## src/rtl/dmem_arbiter.sv

```systemverilog
// dmem_arbiter: shares one single-port data memory between the pipeline
// memory stage (port m) and a debug/loader port (port d). Each access is
// registered, strobed onto the memory for one cycle, waits a fixed read
// latency when it is a load, and finishes with a one-cycle ack to the winner.
//
// Build option:
//   DMEM_ARB_RR_EN  defined   -> round-robin arbitration on simultaneous requests
//                   undefined -> fixed priority, m beats d
module dmem_arbiter #(
    parameter int ADDR_W = 32,
    parameter int DATA_W = 32,
    parameter int RD_LAT = 1
) (
    input  logic              clk,
    input  logic              reset,
    // pipeline port
    input  logic              m_req,
    input  logic              m_we,
    input  logic [ADDR_W-1:0] m_addr,
    input  logic [DATA_W-1:0] m_wdata,
    output logic [DATA_W-1:0] m_rdata,
    output logic              m_ack,
    // debug/loader port
    input  logic              d_req,
    input  logic              d_we,
    input  logic [ADDR_W-1:0] d_addr,
    input  logic [DATA_W-1:0] d_wdata,
    output logic [DATA_W-1:0] d_rdata,
    output logic              d_ack,
    // memory side
    output logic              mem_en,
    output logic              mem_we,
    output logic [ADDR_W-1:0] mem_addr,
    output logic [DATA_W-1:0] mem_wdata,
    input  logic [DATA_W-1:0] mem_rdata,
    output logic              busy
);

    // Port 0 is the pipeline, port 1 is the debug port.
    localparam int NPORT = 2;
    // Holds RD_LAT-1, at most 3.
    localparam int CNT_W = 2;

    // Read latencies beyond the counter range are rejected at elaboration.
    generate
        if (RD_LAT < 1 || RD_LAT > 4) begin : g_bad_rd_lat
            $error("dmem_arbiter: RD_LAT must be in 1..4");
        end
    endgenerate

    typedef enum logic [1:0] {
        IDLE  = 2'd0,
        ISSUE = 2'd1,
        WAIT  = 2'd2,
        ACK   = 2'd3
    } state_t;

    state_t              state_reg, state_next;
    logic                we_reg, we_next;
    logic [ADDR_W-1:0]   addr_reg, addr_next;
    logic [DATA_W-1:0]   wdata_reg, wdata_next;
    logic                port_reg, port_next;
    logic [CNT_W-1:0]    cnt_reg, cnt_next;
    logic                grant_id;
    logic                capture;

    logic [NPORT-1:0]    req_vec;
    logic [NPORT-1:0]    we_vec;
    logic [ADDR_W-1:0]   addr_vec  [NPORT];
    logic [DATA_W-1:0]   wdata_vec [NPORT];
    logic [DATA_W-1:0]   rdata_vec [NPORT];
    logic [NPORT-1:0]    ack_vec;

    assign req_vec      = {d_req, m_req};
    assign we_vec       = {d_we, m_we};
    assign addr_vec[0]  = m_addr;
    assign addr_vec[1]  = d_addr;
    assign wdata_vec[0] = m_wdata;
    assign wdata_vec[1] = d_wdata;

`ifdef DMEM_ARB_RR_EN
    // 1 = the debug port won the most recent grant.
    logic last_grant_reg, last_grant_next;

    // Round-robin: on a tie, serve the port that did not win last time.
    always_comb begin
        grant_id = 1'b0;
        if (req_vec[1] && (!req_vec[0] || !last_grant_reg)) begin
            grant_id = 1'b1;
        end
    end

    // Last-grant flag; reset to d so the pipeline wins the first tie.
    always_ff @(posedge clk) begin
        if (reset) begin
            last_grant_reg <= 1'b1;
        end else begin
            last_grant_reg <= last_grant_next;
        end
    end
`else
    // Fixed priority: the pipeline always beats the debug port.
    always_comb begin
        grant_id = 1'b0;
        if (req_vec[1] && !req_vec[0]) begin
            grant_id = 1'b1;
        end
    end
`endif

    // State and latched command registers.
    always_ff @(posedge clk) begin
        if (reset) begin
            state_reg <= IDLE;
            we_reg    <= 1'b0;
            addr_reg  <= '0;
            wdata_reg <= '0;
            port_reg  <= 1'b0;
            cnt_reg   <= '0;
        end else begin
            state_reg <= state_next;
            we_reg    <= we_next;
            addr_reg  <= addr_next;
            wdata_reg <= wdata_next;
            port_reg  <= port_next;
            cnt_reg   <= cnt_next;
        end
    end

    // Next-state logic: grant in IDLE, strobe in ISSUE, count in WAIT, ack in ACK.
    always_comb begin
        state_next = state_reg;
        we_next    = we_reg;
        addr_next  = addr_reg;
        wdata_next = wdata_reg;
        port_next  = port_reg;
        cnt_next   = cnt_reg;
`ifdef DMEM_ARB_RR_EN
        last_grant_next = last_grant_reg;
`endif
        case (state_reg)
            IDLE: begin
                if (|req_vec) begin
                    we_next    = we_vec[grant_id];
                    addr_next  = addr_vec[grant_id];
                    wdata_next = wdata_vec[grant_id];
                    port_next  = grant_id;
`ifdef DMEM_ARB_RR_EN
                    last_grant_next = grant_id;
`endif
                    state_next = ISSUE;
                end
            end
            ISSUE: begin
                if (we_reg) begin
                    state_next = ACK;
                end else begin
                    cnt_next   = CNT_W'(RD_LAT - 1);
                    state_next = WAIT;
                end
            end
            WAIT: begin
                if (cnt_reg != '0) begin
                    cnt_next = cnt_reg - CNT_W'(1);
                end else begin
                    state_next = ACK;
                end
            end
            ACK: begin
                // Requests are not looked at here, so a held req is not regranted.
                state_next = IDLE;
            end
            default: begin
                state_next = IDLE;
            end
        endcase
    end

    // Read data is taken from the memory in the last WAIT cycle.
    assign capture = (state_reg == WAIT) && (cnt_reg == '0);

    genvar gi;
    generate
        for (gi = 0; gi < NPORT; gi++) begin : g_port
            logic [DATA_W-1:0] rdata_reg;

            // Per-port read data, held until the next load completes on this port.
            always_ff @(posedge clk) begin
                if (reset) begin
                    rdata_reg <= '0;
                end else if (capture && (int'(port_reg) == gi)) begin
                    rdata_reg <= mem_rdata;
                end
            end

            assign rdata_vec[gi] = rdata_reg;
            assign ack_vec[gi]   = (state_reg == ACK) && (int'(port_reg) == gi);
        end
    endgenerate

    assign m_rdata   = rdata_vec[0];
    assign d_rdata   = rdata_vec[1];
    assign m_ack     = ack_vec[0];
    assign d_ack     = ack_vec[1];

    assign mem_en    = (state_reg == ISSUE);
    assign mem_we    = (state_reg == ISSUE) && we_reg;
    assign mem_addr  = addr_reg;
    assign mem_wdata = wdata_reg;
    assign busy      = (state_reg != IDLE);

endmodule
```

## config.mk

```make
export PLATFORM = sky130hd
export DESIGN_NAME = dmem_arbiter
export DESIGN_NICKNAME = d
export VERILOG_FILES = /design/src/rtl/dmem_arbiter.sv
export SDC_FILE = /design/constraint.sdc
export NUM_CORES = 1
export LEC_CHECK = 0
export BUFFER_PORTS_ARGS = -buffer_cell sky130_fd_sc_hd__buf_2
export CORE_AREA = 3 3 113 115
export CTS_CLUSTER_SIZE = 8
export DETAILED_ROUTE_END_ITERATION = 7
export DIE_AREA = 0 0 116 118
export GPL_ROUTABILITY_DRIVEN = 0
export PLACE_DENSITY = 0.91
export SLEW_MARGIN = 20
export SYNTH_ARGS = -nofsm -noshare
export SYNTH_HDL_FRONTEND = slang
export SYNTH_SLANG_ARGS = --single-unit
```

## constraint.sdc

```tcl
create_clock -name clk -period 2.69 [get_ports clk]
set_input_delay 0.538 -clock clk [delete_from_list [all_inputs] [get_ports clk]]
set_output_delay 0.538 -clock clk [all_outputs]
set_load 0.02 [all_outputs]
```

* Yosys cells after proc, flatten, opt, wreduce, memory -nomap -nowiden
Cells that the tools add are included.
** Storage, ports and cells
- Register bits :: 134
** Cells by class
- $add $sub $neg :: 1
- $lt $le $gt $ge :: 2
- Equality and inequality tests :: 7
- Muxes and demuxes :: 16
- Bitwise logic cells :: 2
- Reductions and logical operators :: 17
** Operators with widths (number)
- 2-to-1 mux 32 bit :: 6
- 2-to-1 mux 2 bit :: 4
- inequality test 2 bit, second input constant :: 4
- case mux 2 bit (4 select lines) :: 1
- logical AND 1 bit :: 7
- nonzero test 2 bit :: 3
- equality test 2 bit, second input constant :: 2
- zero test 2 bit :: 2
- 2-to-1 mux 1 bit :: 4
- case mux 2 bit (2 select lines) :: 1
- AND reduction 2 bit :: 2
- AND reduction 3 bit :: 1
- equality test 2 x 1 -> 1 bit, second input constant :: 1
- greater-or-equal comparator 2 bit, second input constant :: 1
- less-than comparator 1 x 2 -> 1 bit, second input constant :: 1
- inverter 1 -> 2 bit :: 1
- OR reduction 2 bit :: 1
- subtractor 2 x 1 -> 2 bit, second input constant :: 1
- zero test 1 bit :: 1
- inverter 1 bit :: 1

* Depth between registers and ports, before layout
- Word-level depth :: 7
- Depth in mapped cells :: 7
- Gate-level depth less buffers :: 6

* Least setup slack after synthesis
Ideal clock, no wire load.
- Path type :: reg-to-output
- From :: register state_reg[1]
- To :: output mem_we
- Arrival :: 0.985 ns
- Data required time :: 2.152 ns
- Slack :: 1.167 ns
- Cell stages (with the launch flop) :: 5
- Cell sequence :: dfxtp_1 inv_1 ha_1 nand2_1 inv_1
** Between the ends
- Word-level cells in the longest chain between the ends :: 2
** RTL lines
- start, declared :: line 58 : state_t state_reg, state_next;
- start signal, assigned :: line 121 : state_reg <= state_next;
- equality test 2 x 1 -> 1 bit
- via mem_en :: line 31 : output logic mem_en,
- logical AND 1 bit :: line 207 : assign mem_we = (state_reg == ISSUE) && we_reg;
- end, declared :: line 32 : output logic mem_we,
The timed path passes the listed nets, and every way through them passes these cells.

* Final worst setup path
- From :: register state_reg[0]
- To :: register wdata_reg[2], in the netlist mem_wdata[2]
** Between the ends
- Word-level cells in the longest chain between the ends :: 2
** RTL lines
- zero test 2 bit :: line 141 : case (state_reg)
- AND reduction 2 bit (no source line)
- end signal, assigned :: line 124 : wdata_reg <= wdata_next;
- end, declared :: line 61 : logic [DATA_W-1:0] wdata_reg, wdata_next;
No other way between the ends.
A chain may end at the register's enable or synchronous reset.

==> results.ini <==
[final_layout]
design_area_sq_um = 7540
diodes = 0
fin_nets = 1127
syn_to_final_growth_pct = 40.4
drive_gt1_frac = 0.354
fin_cells = 1114

[floorplanning]
rows = 40
core_area_sq_um = 11900
boundaryPins = 299
fp.dieH_microns = 118
initial_core_util = 0.451
die_area_sq_um = 13700
fp.dieW_microns = 116

[global_routing]
grt_pass1_vias = 5480
antenna_found_initial = 0
grt_max_degree = 66
grtUsageTotal = 0.244
grt_pass1_wl_microns = 26400
grt-ovfl-total = 0

[setup_path]
critPathMaxFanout = 45
start_kind = flip-flop
r2r-start = state_reg[0]$_SDFFE_PP0P_
arrival_ns = 2.48
r2r_slack_ns = 0.51
crit_chain = inv_1, ha_1, o21a_4, buf_12, nor2_1, a311oi_1
reg2reg_to = mem_wdata[2]$_SDFFE_PP0P_
endpoint_kind = flip-flop
criticalPathCategory = flip-flop to flip-flop
critPathSlowestCell = o21a_4
slowest_delay_ns = 0.52
reg2regPathDepth = 6
crit_required_ns = 2.98

[pwr]
power.leakage_nw = 3.60
power_density_nw_per_um2 = 1070
irDropWorstVdd_mv = 0.589

[hold_path]
hp-class = input pin to flip-flop
holdPathEnd = m_rdata[24]$_SDFFE_PP0P_
min_from = mem_rdata[24]
hold_depth = 3

[yosys]
ys_seq_area_frac = 0.500
synth_top_flop_cell = dfxtp_1
yosysWarnings = 0
synth.cell_area_sq_um = 5370
ys_ff_latch = 134
syn_inst = 684
async_flop_share = 0
synth_cell_type_count = 29
synth_nets = 856
synth-edff-count = 0
synth_area_per_cell_sq_um = 7.85

[clock_tree]
numCtsBuffers = 17
root_buffer = clkbuf_16
cts_hold_buf = 0
cts.sinks = 134
cts_tree = built
cts_setup_buffers = 0
cts_resized = 0
clk_pin_slew_ns = 0.06
clk_latency_ns = 0.41
h-tree-depth = 4
clock_path_buffers = 2

[sta]
period_minus_slack_ns = 2.18
worst_slew_pin_slew_ns = 0.533
setup_tns_ns = 0
finalMaxSlewViolations = 0
finalCritPeriodShare = 0.812
setup_viol = 0
fin_worst_skew_ns = 0.00834
layout_setup_ws_ns = 0.505
slew_headroom = 0.645
clock.fmax_mhz = 458
finalHoldViolCount = 0
rsz0062_at_grt = no

[route]
via_count = 5849
drc_errors = 0
antenna_left = 0
wl_microns = 17300
first_pass_iters = 5
drtIter0Drc = 442
vias_per_cell = 5.25
wl_per_cell_microns = 15.6

[place]
place_ws_ns = 0.701
hpwl_microns = 12500
port_buffers = 298
placed_cells = 1083
postPlaceCellArea_sq_um = 6920

[job]
cap_viol_max_count = 0

[outcome]
status = finished clean

## per-stage QoR
step           hold WS (ns)  power [mW]   util
6_report              0.374        8.09  0.633
3_3_place_gp          0.431        5.57  0.581
3_5_place_dp          0.436        5.67  0.581
2_1_floorplan         0.419        4.70      -
5_1_grt               0.359        8.51  0.633
4_1_cts               0.352        8.12  0.633
## where the power goes
part | internal [mW] | switching, mW
Combinational | 1.02 | 1.91
Clock | 1.61 | 0.812
Sequential | 2.48 | 0.260
Total | 5.11 | 2.98
## logic make-up (layout without fill, tap and decap cells)
family	after synthesis	in the layout	share of synthesized area
fa+ha+maj	6	6	0.0140
compound gates	138	138	0.178
mux	1	1	0.00186
simple gates	342	342	0.246
flops	134	134	0.500
buf+inv	63	346	0.0599
## cells in the final DEF, fill, tap and decap left out
cell type	instances
and2b_2	1
bufinv_16	4
ha_1	6
buf_2	297
clkinv_4	1
nor2b_1	2
a311oi_1	65
nand3_1	2
dfxtp_1	134
clkbuf_8	3
a21oi_1	66
a311o_1	1
nor3_1	1
o21a_4	1
mux2i_1	1
nand2b_1	2
nand2b_2	1
nor2_1	67
clkbuf_16	17
buf_4	6
a221oi_1	1
o31ai_1	1
and3_1	2
and3b_1	1
a211oi_1	1
inv_1	6
clkinv_2	4
a211o_1	1
nand3b_1	1
buf_12	6
and2_1	1
clkbuf_1	2
nand2_1	260
o32ai_1	1
or2_2	1
## synth_stat cells (2+ instances only)
cell,instances,share of area
nand2_1,260,0.18
buf_4,8,0.011
nand3_1,2,0.0019
nand2b_1,3,0.0035
buf_6,4,0.0084
and3_1,2,0.0023
ha_1,6,0.014
clkbuf_1,25,0.017
a21oi_1,66,0.062
buf_2,20,0.019
nor2b_1,2,0.0023
dfxtp_1,134,0.50
a311oi_1,65,0.11
nor2_1,67,0.047
inv_1,6,0.0042
## worst max path at each step
stage | slack (ns) | cells after the start | endpoint | from
finish | 0.51 | 6 | mem_wdata[2]$_SDFFE_PP0P_ | state_reg[0]$_SDFFE_PP0P_
global placement | 0.85 | 6 | mem_addr[18]$_SDFFE_PP0P_ | state_reg[0]$_SDFFE_PP0P_
floorplan | 1.17 | 4 | mem_we | state_reg[1]$_SDFFE_PP0P_
detailed placement | 0.70 | 6 | mem_wdata[20]$_SDFFE_PP0P_ | state_reg[0]$_SDFFE_PP0P_
CTS | 0.54 | 6 | mem_wdata[2]$_SDFFE_PP0P_ | state_reg[0]$_SDFFE_PP0P_
global route | 0.34 | 6 | mem_wdata[2]$_SDFFE_PP0P_ | state_reg[0]$_SDFFE_PP0P_
## critical path, delay by kind of cell, from the launching register on
kind | cells | cell delay [ns]
AOI/OAI and AO/OA | 2 | 0.86
buffers and inverters | 2 | 0.41
adders and majority gates | 1 | 0.35
DFF | 1 | 0.33
and+or+nand+nor | 1 | 0.09
## area by class of cell
| type | count | area, sq um |
|---|---|---|
| Tap cell | 147 | 184 |
| Sequential cell | 134 | 2680 |
| Fill cell | 990 | 4370 |
| Inverter | 6 | 22.5 |
| Multi-Input combinational cell | 487 | 2380 |
| Clock buffer | 22 | 474 |
| Timing Repair Buffer | 309 | 1650 |
| Clock inverter | 9 | 149 |
## layer usage
metal	share of wire	vias up	GRT usage
met5	0	-	0
met4	0.043	0	0.133
met3	0.083	48	0.0787
met2	0.52	279	0.433
met1	0.36	2672	0.248
li1	-	2850	-
Note: power is estimated with default switching activity, not from simulation.
